## src/rtl/seg_scan_pkg.sv

```systemverilog
// Shared definitions for the multiplexed seven-segment scanner: FSM state
// encoding and the width of the brightness PWM phase.
package seg_scan_pkg;

    typedef enum logic [1:0] {
        ST_IDLE  = 2'd0,
        ST_BLANK = 2'd1,
        ST_SHOW  = 2'd2
    } scan_state_t;

    localparam int PWM_W = 4;

endpackage

```

## src/rtl/seg_slot_timer.sv

```systemverilog
// Digit-slot timer: reloads to SLOT-1 and counts down while the scanner runs,
// flagging the last blank cycle and the last cycle of the slot.
module seg_slot_timer #(
    parameter int SLOT         = 10,
    parameter int BLANK_CYCLES = 2
) (
    input  logic clk,
    input  logic rst,
    input  logic i_run,
    output logic o_blank_end,
    output logic o_slot_end
);

    localparam int            CW       = (SLOT > 1) ? $clog2(SLOT) : 1;
    localparam logic [CW-1:0] LOAD     = CW'(SLOT - 1);
    localparam logic [CW-1:0] BLANK_TC = CW'(SLOT - BLANK_CYCLES);

    logic [CW-1:0] r_cnt;
    logic          w_tc;

    assign w_tc = (r_cnt == '0);

    // Idle keeps the counter preloaded so the first active cycle is slot cycle 0.
    always_ff @(posedge clk or negedge rst) begin
        if (!rst) begin
            r_cnt <= '0;
        end else if (!i_run || w_tc) begin
            r_cnt <= LOAD;
        end else begin
            r_cnt <= r_cnt - 1'b1;
        end
    end

    assign o_slot_end  = i_run && w_tc;
    assign o_blank_end = (BLANK_CYCLES > 0) && i_run && (r_cnt == BLANK_TC);

endmodule

```

## src/rtl/seg_scan_ctrl.sv

```systemverilog
// Multiplexed segment-display scanner with per-slot anti-ghost blanking.
// Optional brightness PWM is enabled by defining SEG_SCAN_BRIGHTNESS_EN.
//
// state    | meaning
// ST_IDLE  | no digit enabled; select inactive, data 0
// ST_BLANK | start of slot; select inactive, data 0
// ST_SHOW  | selected digit driven with the byte latched on entry
module seg_scan_ctrl
    import seg_scan_pkg::*;
#(
    parameter int FREQUENCY_IN  = 50_000_000,
    parameter int SLOT_HZ       = 1000,
    parameter int DIGITS        = 4,
    parameter int BLANK_CYCLES  = 50,
    parameter int CS_ACTIVE_LOW = 0
) (
    input  logic                  clk,
    input  logic                  rst,
`ifdef SEG_SCAN_BRIGHTNESS_EN
    input  logic [PWM_W-1:0]      brightness_in,
`endif
    input  logic [DIGITS-1:0]     digit_en_in,
    input  logic [8*DIGITS-1:0]   seg_data_in,
    output logic [DIGITS-1:0]     seg_cs_out,
    output logic [7:0]            seg_data_out,
    output logic                  frame_tick_out
);

    localparam int              SLOT   = FREQUENCY_IN / SLOT_HZ;
    localparam int              IW     = (DIGITS > 1) ? $clog2(DIGITS) : 1;
    localparam logic [DIGITS-1:0] CS_OFF = (CS_ACTIVE_LOW != 0) ? '1 : '0;

    scan_state_t       r_state, w_state_nx;
    logic [IW-1:0]     r_idx, w_idx_nx, w_low_idx, w_next_idx;
    logic [DIGITS-1:0] r_cs, w_cs_nx;
    logic [7:0]        r_data, w_data_nx;
    logic              r_tick, w_tick_nx;
    logic              w_show_entry, w_lit, w_any, w_wrap, w_run;
    logic              w_blank_end, w_slot_end;

    // First enabled index strictly after cur, circularly; cur itself is the last candidate.
    function automatic logic [IW-1:0] f_next_en(input logic [DIGITS-1:0] mask,
                                                input logic [IW-1:0]     cur);
        logic [IW-1:0] res;
        logic [IW-1:0] jj;
        int            j;
        res = cur;
        for (int k = DIGITS; k >= 1; k--) begin
            j  = (int'(cur) + k) % DIGITS;
            jj = IW'(j);
            if (mask[jj]) res = jj;
        end
        return res;
    endfunction

    assign w_any      = |digit_en_in;
    assign w_low_idx  = f_next_en(digit_en_in, IW'(DIGITS - 1));
    assign w_next_idx = f_next_en(digit_en_in, r_idx);
    assign w_wrap     = (w_next_idx <= r_idx);
    assign w_run      = (r_state != ST_IDLE);

    seg_slot_timer #(
        .SLOT         (SLOT),
        .BLANK_CYCLES (BLANK_CYCLES)
    ) u_slot_timer (
        .clk         (clk),
        .rst         (rst),
        .i_run       (w_run),
        .o_blank_end (w_blank_end),
        .o_slot_end  (w_slot_end)
    );

    always_comb begin
        w_state_nx   = r_state;
        w_idx_nx     = r_idx;
        w_tick_nx    = 1'b0;
        w_show_entry = 1'b0;
        case (r_state)
            ST_IDLE: begin
                if (w_any) begin
                    w_idx_nx = w_low_idx;
                    if (BLANK_CYCLES == 0) begin
                        w_state_nx   = ST_SHOW;
                        w_show_entry = 1'b1;
                    end else begin
                        w_state_nx = ST_BLANK;
                    end
                end
            end
            ST_BLANK: begin
                if (w_blank_end) begin
                    w_state_nx   = ST_SHOW;
                    w_show_entry = 1'b1;
                end
            end
            ST_SHOW: begin
                if (w_slot_end) begin
                    if (!w_any) begin
                        w_state_nx = ST_IDLE;
                    end else begin
                        w_idx_nx  = w_next_idx;
                        w_tick_nx = w_wrap;
                        if (BLANK_CYCLES == 0) begin
                            w_show_entry = 1'b1;
                        end else begin
                            w_state_nx = ST_BLANK;
                        end
                    end
                end
            end
            default: w_state_nx = ST_IDLE;
        endcase
    end

`ifdef SEG_SCAN_BRIGHTNESS_EN
    logic [PWM_W-1:0] r_pwm, r_bright, w_pwm_nx, w_bright_nx;

    // Phase restarts at every SHOW entry so each digit gets the same duty pattern.
    always_comb begin
        w_pwm_nx    = w_show_entry ? '0 : r_pwm + 1'b1;
        w_bright_nx = w_show_entry ? brightness_in : r_bright;
        w_lit       = (w_pwm_nx < w_bright_nx);
    end

    always_ff @(posedge clk or negedge rst) begin
        if (!rst) begin
            r_pwm    <= '0;
            r_bright <= '0;
        end else begin
            r_pwm    <= w_pwm_nx;
            r_bright <= w_bright_nx;
        end
    end
`else
    assign w_lit = 1'b1;
`endif

    always_comb begin
        w_data_nx = 8'h00;
        w_cs_nx   = CS_OFF;
        if (w_state_nx == ST_SHOW) begin
            w_data_nx = w_show_entry ? seg_data_in[8*w_idx_nx +: 8] : r_data;
            if (w_lit) w_cs_nx = CS_OFF ^ (DIGITS'(1) << w_idx_nx);
        end
    end

    always_ff @(posedge clk or negedge rst) begin
        if (!rst) begin
            r_state <= ST_IDLE;
            r_idx   <= '0;
            r_cs    <= CS_OFF;
            r_data  <= 8'h00;
            r_tick  <= 1'b0;
        end else begin
            r_state <= w_state_nx;
            r_idx   <= w_idx_nx;
            r_cs    <= w_cs_nx;
            r_data  <= w_data_nx;
            r_tick  <= w_tick_nx;
        end
    end

    assign seg_cs_out     = r_cs;
    assign seg_data_out   = r_data;
    assign frame_tick_out = r_tick;

endmodule

```

## config.mk

```make
export PLATFORM = sky130hd
export DESIGN_NAME = seg_scan_ctrl
export DESIGN_NICKNAME = d
export VERILOG_FILES = /design/src/rtl/seg_scan_pkg.sv /design/src/rtl/seg_slot_timer.sv /design/src/rtl/seg_scan_ctrl.sv
export SDC_FILE = /design/constraint.sdc
export NUM_CORES = 1
export LEC_CHECK = 0
export BUFFER_PORTS_ARGS = -buffer_cell sky130_fd_sc_hd__buf_4
export CAP_MARGIN = 20
export CORE_MARGIN = 4
export CORE_UTILIZATION = 56
export DETAILED_ROUTE_END_ITERATION = 16
export GPL_TIMING_DRIVEN = 0
export PLACE_DENSITY = 0.87
export SETUP_SLACK_MARGIN = 0.02
export SLEW_MARGIN = 5
export SYNTH_ARGS = -nofsm -noshare
export SYNTH_HDL_FRONTEND = slang
export SYNTH_SLANG_ARGS = --single-unit
```

## constraint.sdc

```tcl
create_clock -name clk -period 4.73 [get_ports clk]
set_input_delay 0.2365 -clock clk [delete_from_list [all_inputs] [get_ports clk]]
set_output_delay 0.2365 -clock clk [all_outputs]
set_load 0.005 [all_outputs]
```

==> flow_summary.ini, run 1 <==
[outcome]
status = complete, no violations

[timing]
slew_violations = 0
hold_ws_ps = 168
skew_ps = 2.20
finalHoldViolCount = 0
relSlewSlack_pct = 51.6
max_slew.worst_pin.slew_ps = 722
grt_setup_unrepaired = false
period_minus_slack_ps = 3170
clock.fmax_mhz = 315
tns_ps = 0
fin_crit_sh_pct = 67.1
setup_viol = 0

[finish]
nets = 277
drive_above_1_share_pct = 33.1
layout.cells.non_filler = 280
fin_area_um2 = 2340
antenna_cells = 0
layout-area-overhead-vs-synth_pct = 27.9

[cts]
cts_made_buffers = 5
htreeDepth = 2
path_clk_slew_ps = 100
cts_tree = built
cts_setup_buffers = 0
cts-root-buf = clkbuf_4
cts_buffer_depth = 2
clkLatencyLatePin_ps = 330
cts.sinks = 33

[drt]
wl_per_cell_um = 14.8
wl_mm = 4.15
drtAntennaViolNets = 0
drc = 0
initialDrtViolationCount = 104
drt_first_pass_iters = 4
num_vias = 1540
via_per_inst = 5.50

[global_route]
grt_pass1_wl_mm = 7.14
antenna_found_initial = 0
grt_pass1_vias = 1586
grt_start_max_net_pins = 34
grt_usage_pct = 22.4
grt.overflow.total = 0

[critical_path]
timing_worst_setup_path_type = reg2reg
critPathArrivalTime_ps = 3400
required_ps = 4960
critPathCaptureType = register
startpoint_type = register
crit_fanout = 10

[die]
fp-row-count = 20
dieArea_um2 = 4250
start_util_pct = 59.4
die_w_um = 65.2
core_um2 = 3080
ios = 51
die_h_um = 65.2

[logic_synthesis]
yosysTopAreaCellShare_pct = 45.1
syn_nets = 219
synth-edff-count = 0
ys_seq_elements = 33
syn_inst = 177
synth_top_cell_by_area = dfrtp_1
synth_async_sr_flop_share_pct = 100
synth_area_leaders = dfrtp_1, mux2i_1, xnor2_1, a2bb2oi_1, o21ai_2
yosys_warnings = 0
synth_area_um2 = 1830
seq_area_frac_synth_pct = 45.1
yosysUniqueCellTypes = 42
syn_avg_cell_area_um2 = 10.3
synth_flop_cell = dfrtp_1

[power]
peakVddDrop_v = 0.000171
power.density_nw_per_um2 = 225
power.leakage_nw = 1.12
finalPower_uw = 526

[hold_path]
hold_class = in2reg

[place]
placed_cell_area_um2 = 2260
routabilityCongestion = 0.829
post-place-cells = 271
hpwl_mm = 3.16
placement.io_buffers = 50

[job]
cap_violations = 0
-- area by class of cell --
| type | instances | area (um2) |
|---|---|---|
| Sequential cell | 33 | 826 |
| Buffer | 6 | 40.0 |
| Clock inverter | 1 | 5.00 |
| Clock buffer | 7 | 65.1 |
| Inverter | 5 | 18.8 |
| Fill cell | 224 | 738 |
| Multi-Input combinational cell | 133 | 945 |
| Tap cell | 44 | 55.1 |
| Timing Repair Buffer | 51 | 385 |
-- report_power, final --
group          total, mW  switching (mW)  internal, mW
clock              0.180          0.0938        0.0861
sequential         0.284         0.00116         0.282
combinational     0.0627          0.0267        0.0361
total              0.526           0.122         0.405
-- cells in the mapped netlist (2+ instances only) --
cell and count:
nand2_1 15, or3_1 4, nor2_1 11, dfrtp_1 33
nor2b_1 4, xor2_1 3, nand4_1 2, and3b_1 2
o21ai_2 7, mux2i_1 17, nor4_1 3, a21oi_1 8
nand2b_1 4, nor3_1 9, inv_1 5, o21ai_0 2
xnor2_1 9, buf_2 2, o21ai_1 2, a2bb2oi_1 8
ha_1 4, buf_4 2, or4_4 2
-- path summary, 6_finish.rpt --
kind                                   startpoint  cells after the start  slack, ps                endpoint
max reg2reg                u_slot_timer.r_cnt[10]                      9       1560         seg_data_out[5]
min in group asynchronous                     rst                      2        380  u_slot_timer.r_cnt[10]
max                        u_slot_timer.r_cnt[10]                      9       1560         seg_data_out[5]
min reg2reg                 u_slot_timer.r_cnt[0]                      1        460   u_slot_timer.r_cnt[0]
max in group asynchronous                     rst                      2       4050              r_state[0]
min                               seg_data_in[21]                      3        170         seg_data_out[5]
-- through the flow --
stage | util [%] | worst slack [ps]
after floorplan | - | 1780
after global placement | 73.4 | 1610
after detailed placement | 73.4 | 1570
after CTS | 76.0 | 1550
after global routing | 76.0 | 1390
final | 76.0 | 1560
-- cell families after synthesis --
family	share of synthesized area, %
fa+ha+maj	2.74
xor+xnor	5.75
buf+inv	3.21
mux	9.30
compound gates	14.1
flops	45.1
simple gates	19.8
-- routing by layer --
layer,part of all wire [%],global-route usage (%),up-vias
li1,-,-,756
met1,40,25.4,736
met2,52,39.2,44
met3,6.2,7.69,4
met4,1.3,7.51,0
met5,0,0,-
-- critical path, cell delays in order, from the launching register on --
cell and delay [ps]:
dfrtp_1 450, or4_4 560, or4_4 440, or3_1 350, buf_2 160, a221oi_2 360, buf_6 230, mux2i_1 250
a2bb2oi_1 210, o21ai_2 70
-- flip-flops by register name (all words and copies together) (netlist names) --
register            count
u_slot_timer.r_cnt     16
seg_data_out            8
r_state                 2
frame_tick_out          1
seg_cs_out              4
r_idx                   2
-- repair_timing --
item,in CTS,in global routing
gates resized for setup,0,0
hold buffers,1,0
hold endpoints to repair,33,0
-- layout by cell type, fill, tap and decap left out, types with 2 or more instances in the layout --
master,instances
a21oi_1,8
a2bb2oi_1,8
and3b_1,2
buf_2,2
buf_4,52
clkbuf_4,5
clkbuf_8,2
dfrtp_1,33
ha_1,4
inv_1,5
mux2i_1,17
nand2_1,15
nand2b_1,4
nand4_1,2
nor2_1,11
nor2b_1,4
nor3_1,9
nor4_1,3
o21ai_0,2
o21ai_1,2
o21ai_2,7
or3_1,4
or4_4,2
xnor2_1,9
xor2_1,3
(Power assumes the default switching activity.)
==> inputs of run 2 (changes only) <==
- CORE_UTILIZATION: 56 -> 52
- PLACE_DENSITY: 0.87 -> 0.82
- clock period: 4.73 -> 3.2 ns (I/O delays scaled with it)
==> flow_summary.ini, run 2 (synthesized netlist as in run 1, its figures left out) <==
[die]
start_util_pct = 54.4
ios = 51
die_h_um = 67.3
core_um2 = 3360
die_w_um = 67.3
fp-row-count = 21
dieArea_um2 = 4530

[critical_path]
startpoint_type = register
timing_worst_setup_path_type = reg2reg
max_stage_delay_ps = 560
crit_fanout = 6
critPathCaptureType = register
cp_common_cell = or4_4
required_ps = 3440
critPathArrivalTime_ps = 3310
path_cells = or4_4 -> or4_4 -> or3_1 -> buf_4 -> a221oi_4 -> buf_6 -> mux2i_1 -> a2bb2oi_2 -> o21ai_2
critPathSlowestCell = or4_4

[global_route]
grt.overflow.total = 0
grt_usage_pct = 20.3
grt_start_max_net_pins = 34
grt_pass1_vias = 1581
antenna_found_initial = 0
grt_pass1_wl_mm = 6.93

[drt]
drt_first_pass_iters = 4
initialDrtViolationCount = 54
drc = 0
via_per_inst = 5.41
wl_mm = 4.20
num_vias = 1568
wl_per_cell_um = 14.5
drtAntennaViolNets = 0

[power]
power.density_nw_per_um2 = 304
finalPower_uw = 752
peakVddDrop_v = 0.000312
power.leakage_nw = 1.16

[cts]
htreeDepth = 2
clkLatencyLatePin_ps = 340
cts_made_buffers = 5
cts.sinks = 33
cts_buffer_depth = 2
path_clk_slew_ps = 110
cts_tree = built
cts-root-buf = clkbuf_4

[finish]
nets = 285
fill_cells = 263
final_common_cell = buf_4
drive_above_1_share_pct = 39.3
regMostFlops = u_slot_timer.r_cnt
final_cell_mix = buf_4, dfrtp_1, nand2_1
layout.cells.non_filler = 290
largest_reg_flops = 16
layout-area-overhead-vs-synth_pct = 35.2
antenna_cells = 0

[timing]
slew_violations = 0
fin_ws_ps = 129
fin_crit_sh_pct = 96.0
max_slew.worst_pin.slew_ps = 610
skew_ps = 14.1
relSlewSlack_pct = 59.3
period_minus_slack_ps = 3070
clock.fmax_mhz = 326
tns_ps = 0
hold_ws_ps = 88.5
finalHoldViolCount = 0
grt_setup_unrepaired = false
setup_viol = 0

[place]
dpl_worst_slack_ps = -29.3
hpwl_mm = 2.98
post-place-cells = 273
placement.io_buffers = 50
routabilityCongestion = 0.830

[job]
cap_violations = 0

[outcome]
status = complete, no violations

[hold_path]
hold_class = in2reg
-- run 2: layout make-up --
cell class	count	area, um2	share of cell area (%)
Multi-Input combinational cell	133	1020	41.3
Clock inverter	3	17.5	0.708
Tap cell	46	57.6	2.33
Timing Repair Buffer	60	457	18.5
Sequential cell	33	827	33.4
Inverter	5	18.8	0.759
Clock buffer	5	37.5	1.52
Buffer	5	37.5	1.52
-- run 2: per-layer routing --
layer | track usage [%] | part of all wire, %
met5 | 0 | 0
met3 | 7.82 | 6.9
met1 | 26.2 | 44
met2 | 31.9 | 49
met4 | 5.32 | 0.74
-- run 2: final timing paths --
check	endpoint	start	cells after the start	slack, ps
hold / removal	seg_data_out[1]	seg_data_in[17]	3	90
setup reg to reg	seg_data_out[0]	u_slot_timer.r_cnt[11]	9	130
min in group asynchronous	u_slot_timer.r_cnt[3]	rst	2	290
setup / recovery	seg_data_out[0]	u_slot_timer.r_cnt[11]	9	130
hold reg to reg	u_slot_timer.r_cnt[0]	u_slot_timer.r_cnt[0]	1	470
max in group asynchronous	u_slot_timer.r_cnt[10]	rst	2	2580
-- run 2: timing repair --
action / CTS / global route
endpoints found under the setup margin: 6 / 8
buffers inserted: 1 / 7
cloned: 0 / 1
resized for setup: 1 / 15
pin swaps: 0 / 1
endpoints found under the hold margin: 33 / 0
hold buffers: 1 / 0
-- run 2: worst max-delay path, delay by kind of cell, from the launching register on --
kind                   cells  cell delay [ps]
buffers and inverters      2              380
flip-flops                 1              410
multiplexers               1              230
AO/OA/AOI/OAI              3              590
AND/OR/NAND/NOR            3             1370
-- run 2: per-stage QoR --
stage | utilization [%] | instance area [um2]
floorplan | - | 1830
global placement | 67.3 | 2260
detailed placement | 67.3 | 2260
CTS | 69.8 | 2350
global route | 73.5 | 2470
finish | 73.5 | 2470
-- run 2: power by group --
group          switching, mW  total (mW)  internal, mW
Sequential           0.00187       0.419         0.418
Combinational         0.0445       0.107        0.0625
Clock                  0.143       0.225        0.0827
Total                  0.189       0.752         0.563
==> inputs of run 3 (changes only) <==
- CELL_PAD_IN_SITES_DETAIL_PLACEMENT: default -> 1
- CELL_PAD_IN_SITES_GLOBAL_PLACEMENT: default -> 2
- CORE_UTILIZATION: 52 -> 30
- CTS_BUF_LIST: default -> sky130_fd_sc_hd__clkbuf_2 sky130_fd_sc_hd__clkbuf_4 sky130_fd_sc_hd__clkbuf_8
- PLACE_DENSITY: 0.82 -> 0.8
- clock period: 3.2 -> 2.6 ns (I/O delays scaled with it)
==> flow_summary.ini, run 3 (synthesized netlist as in run 1, its figures left out) <==
[place]
placed_cell_area_um2 = 2310
hpwl_mm = 3.47
placement.io_buffers = 50
routabilityCongestion = 0.744
post-place-cells = 302

[finish]
largest_reg_flops = 16
nets = 291
layout-area-overhead-vs-synth_pct = 47.5
fill_cells = 676
fin_area_um2 = 2700
antenna_cells = 0
layout.cells.non_filler = 325
final_common_cell = buf_4
final_cell_mix = buf_4, dfrtp_1, nand2_1
drive_above_1_share_pct = 46.8
utilization_pct = 45.6
regMostFlops = u_slot_timer.r_cnt

[cts]
cts.sinks = 33
clkLatencyLatePin_ps = 290
cts-root-buf = clkbuf_8
htreeDepth = 2
cts_tree = built
cts_buffer_depth = 2
cts_made_buffers = 5
path_clk_slew_ps = 70

[critical_path]
startpoint_type = register
critPathSlowestCell = or4_4
cp_common_cell = or4_4
r2r_cells = 8
timing_worst_setup_path_type = reg2reg
critPathCaptureType = register
crit_fanout = 5
path_cells = or4_4 -> or4_4 -> or3_4 -> a221oi_4 -> buf_6 -> mux2i_2 -> a2bb2oi_2 -> o21ai_2
rrSetupSlack_ps = -360
max_stage_delay_ps = 550
r2r-end = seg_data_out[0]
required_ps = 2770
r2r_start = u_slot_timer.r_cnt[10]
critPathArrivalTime_ps = 3130

[timing]
clock.fmax_mhz = 338
fin_crit_sh_pct = 114
max_slew.worst_pin.slew_ps = 626
relSlewSlack_pct = 58.0
slew_violations = 0
fin_ws_ps = -356
period_minus_slack_ps = 2960
finalHoldViolCount = 0
skew_ps = 9.97
hold_ws_ps = 107
grt_setup_unrepaired = true
setup_viol = 13

[drt]
via_per_inst = 4.90
initialDrtViolationCount = 42
wl_mm = 5.02
drtAntennaViolNets = 0
routed-wl-met2_mm = 2.60
wl_met1_mm = 2.11
drc = 0
num_vias = 1592
drt_first_pass_iters = 3
wl_per_cell_um = 15.4
top_layer = met4
met3RoutedLength_um = 222

[power]
power.leakage_nw = 1.24
peakVddDrop_v = 0.000203
power.density_nw_per_um2 = 388

[job]
cap_violations = 0

[global_route]
grt.overflow.total = 0
grt_start_max_net_pins = 34
grt_pass1_vias = 1706
antenna_found_initial = 0
grt_usage_pct = 14.4
grt_pass1_wl_mm = 8.36

[die]
fp-row-count = 28
dieArea_um2 = 7410
die_w_um = 86.1
start_util_pct = 30.9
die_h_um = 86.1
core_um2 = 5920
ios = 51

[outcome]
violations = negative setup slack
status = finished with violations

[hold_path]
holdPathStages = 3
hold_class = in2reg
min-delay-start = seg_data_in[22]
whs_endpoint = seg_data_out[6]
==> run 3: repair_timing <==
| action | in CTS | in global routing |
|---|---|---|
| setup endpoints to repair | 16 | 27 |
| pin swaps | 8 | 4 |
| buffers inserted | 13 | 3 |
| endpoints found under the hold margin | 33 | 0 |
| gates resized for setup | 23 | 13 |
| hold buffers | 1 | 0 |
| cloned | 1 | 0 |
==> run 3: worst max-delay path by stage <==
stage | to | start | cells past startpoint | slack (ps)
floorplan | seg_data_out[0] | u_slot_timer.r_cnt[7] | 10 | -290
global placement | seg_data_out[4] | u_slot_timer.r_cnt[10] | 9 | -500
detailed placement | seg_data_out[4] | u_slot_timer.r_cnt[10] | 9 | -540
CTS | seg_data_out[4] | u_slot_timer.r_cnt[10] | 9 | -450
global route | seg_data_out[0] | u_slot_timer.r_cnt[10] | 8 | -450
finish | seg_data_out[0] | u_slot_timer.r_cnt[10] | 8 | -360
==> run 3: critical path: cells and delay by family (launching register included) <==
kind	cells	cell delay (ps)
AND/OR/NAND/NOR	3	1380
AO/OA/AOI/OAI	3	600
flip-flops	1	390
multiplexers	1	250
buffers and inverters	1	210
==> run 3: area by class of cell <==
cell class / count / area [um2] / area share [%]
clock buffers: 6 / 76.3 / 2.83
repair buffers: 68 / 537 / 19.9
multi-input cells: 133 / 1110 / 41.0
clock inverters: 2 / 10.0 / 0.371
inverters: 5 / 18.8 / 0.695
plain buffers: 3 / 30.0 / 1.11
flip-flops and latches: 33 / 826 / 30.6
well taps: 75 / 93.8 / 3.48
==> run 3: per-stage QoR <==
| stage | total power [mW] | setup WS, ps | TNS, ps |
|---|---|---|---|
| 3_3_place_gp | 0.640 | -503 | -4560 |
| 5_1_grt | 1.10 | -447 | -4370 |
| 3_5_place_dp | 0.643 | -543 | -5100 |
| 6_report | 1.05 | -356 | -3040 |
| 2_1_floorplan | 0.578 | -289 | -2370 |
| 4_1_cts | 1.05 | -450 | -4210 |
==> run 3: where the power goes <==
part	leakage, nW	total [mW]	internal (mW)	switching [mW]
Sequential	0.408	0.517	0.514	0.00236
Clock	0.0484	0.387	0.196	0.191
Combinational	0.786	0.142	0.0828	0.0595
Total	1.24	1.05	0.793	0.253
==> run 3: metal layers <==
layer / track usage, % / up-vias
li1: - / 783
met1: 16.8 / 774
met2: 25.6 / 28
met3: 3.46 / 7
met4: 4.75 / 0
met5: 0 / -
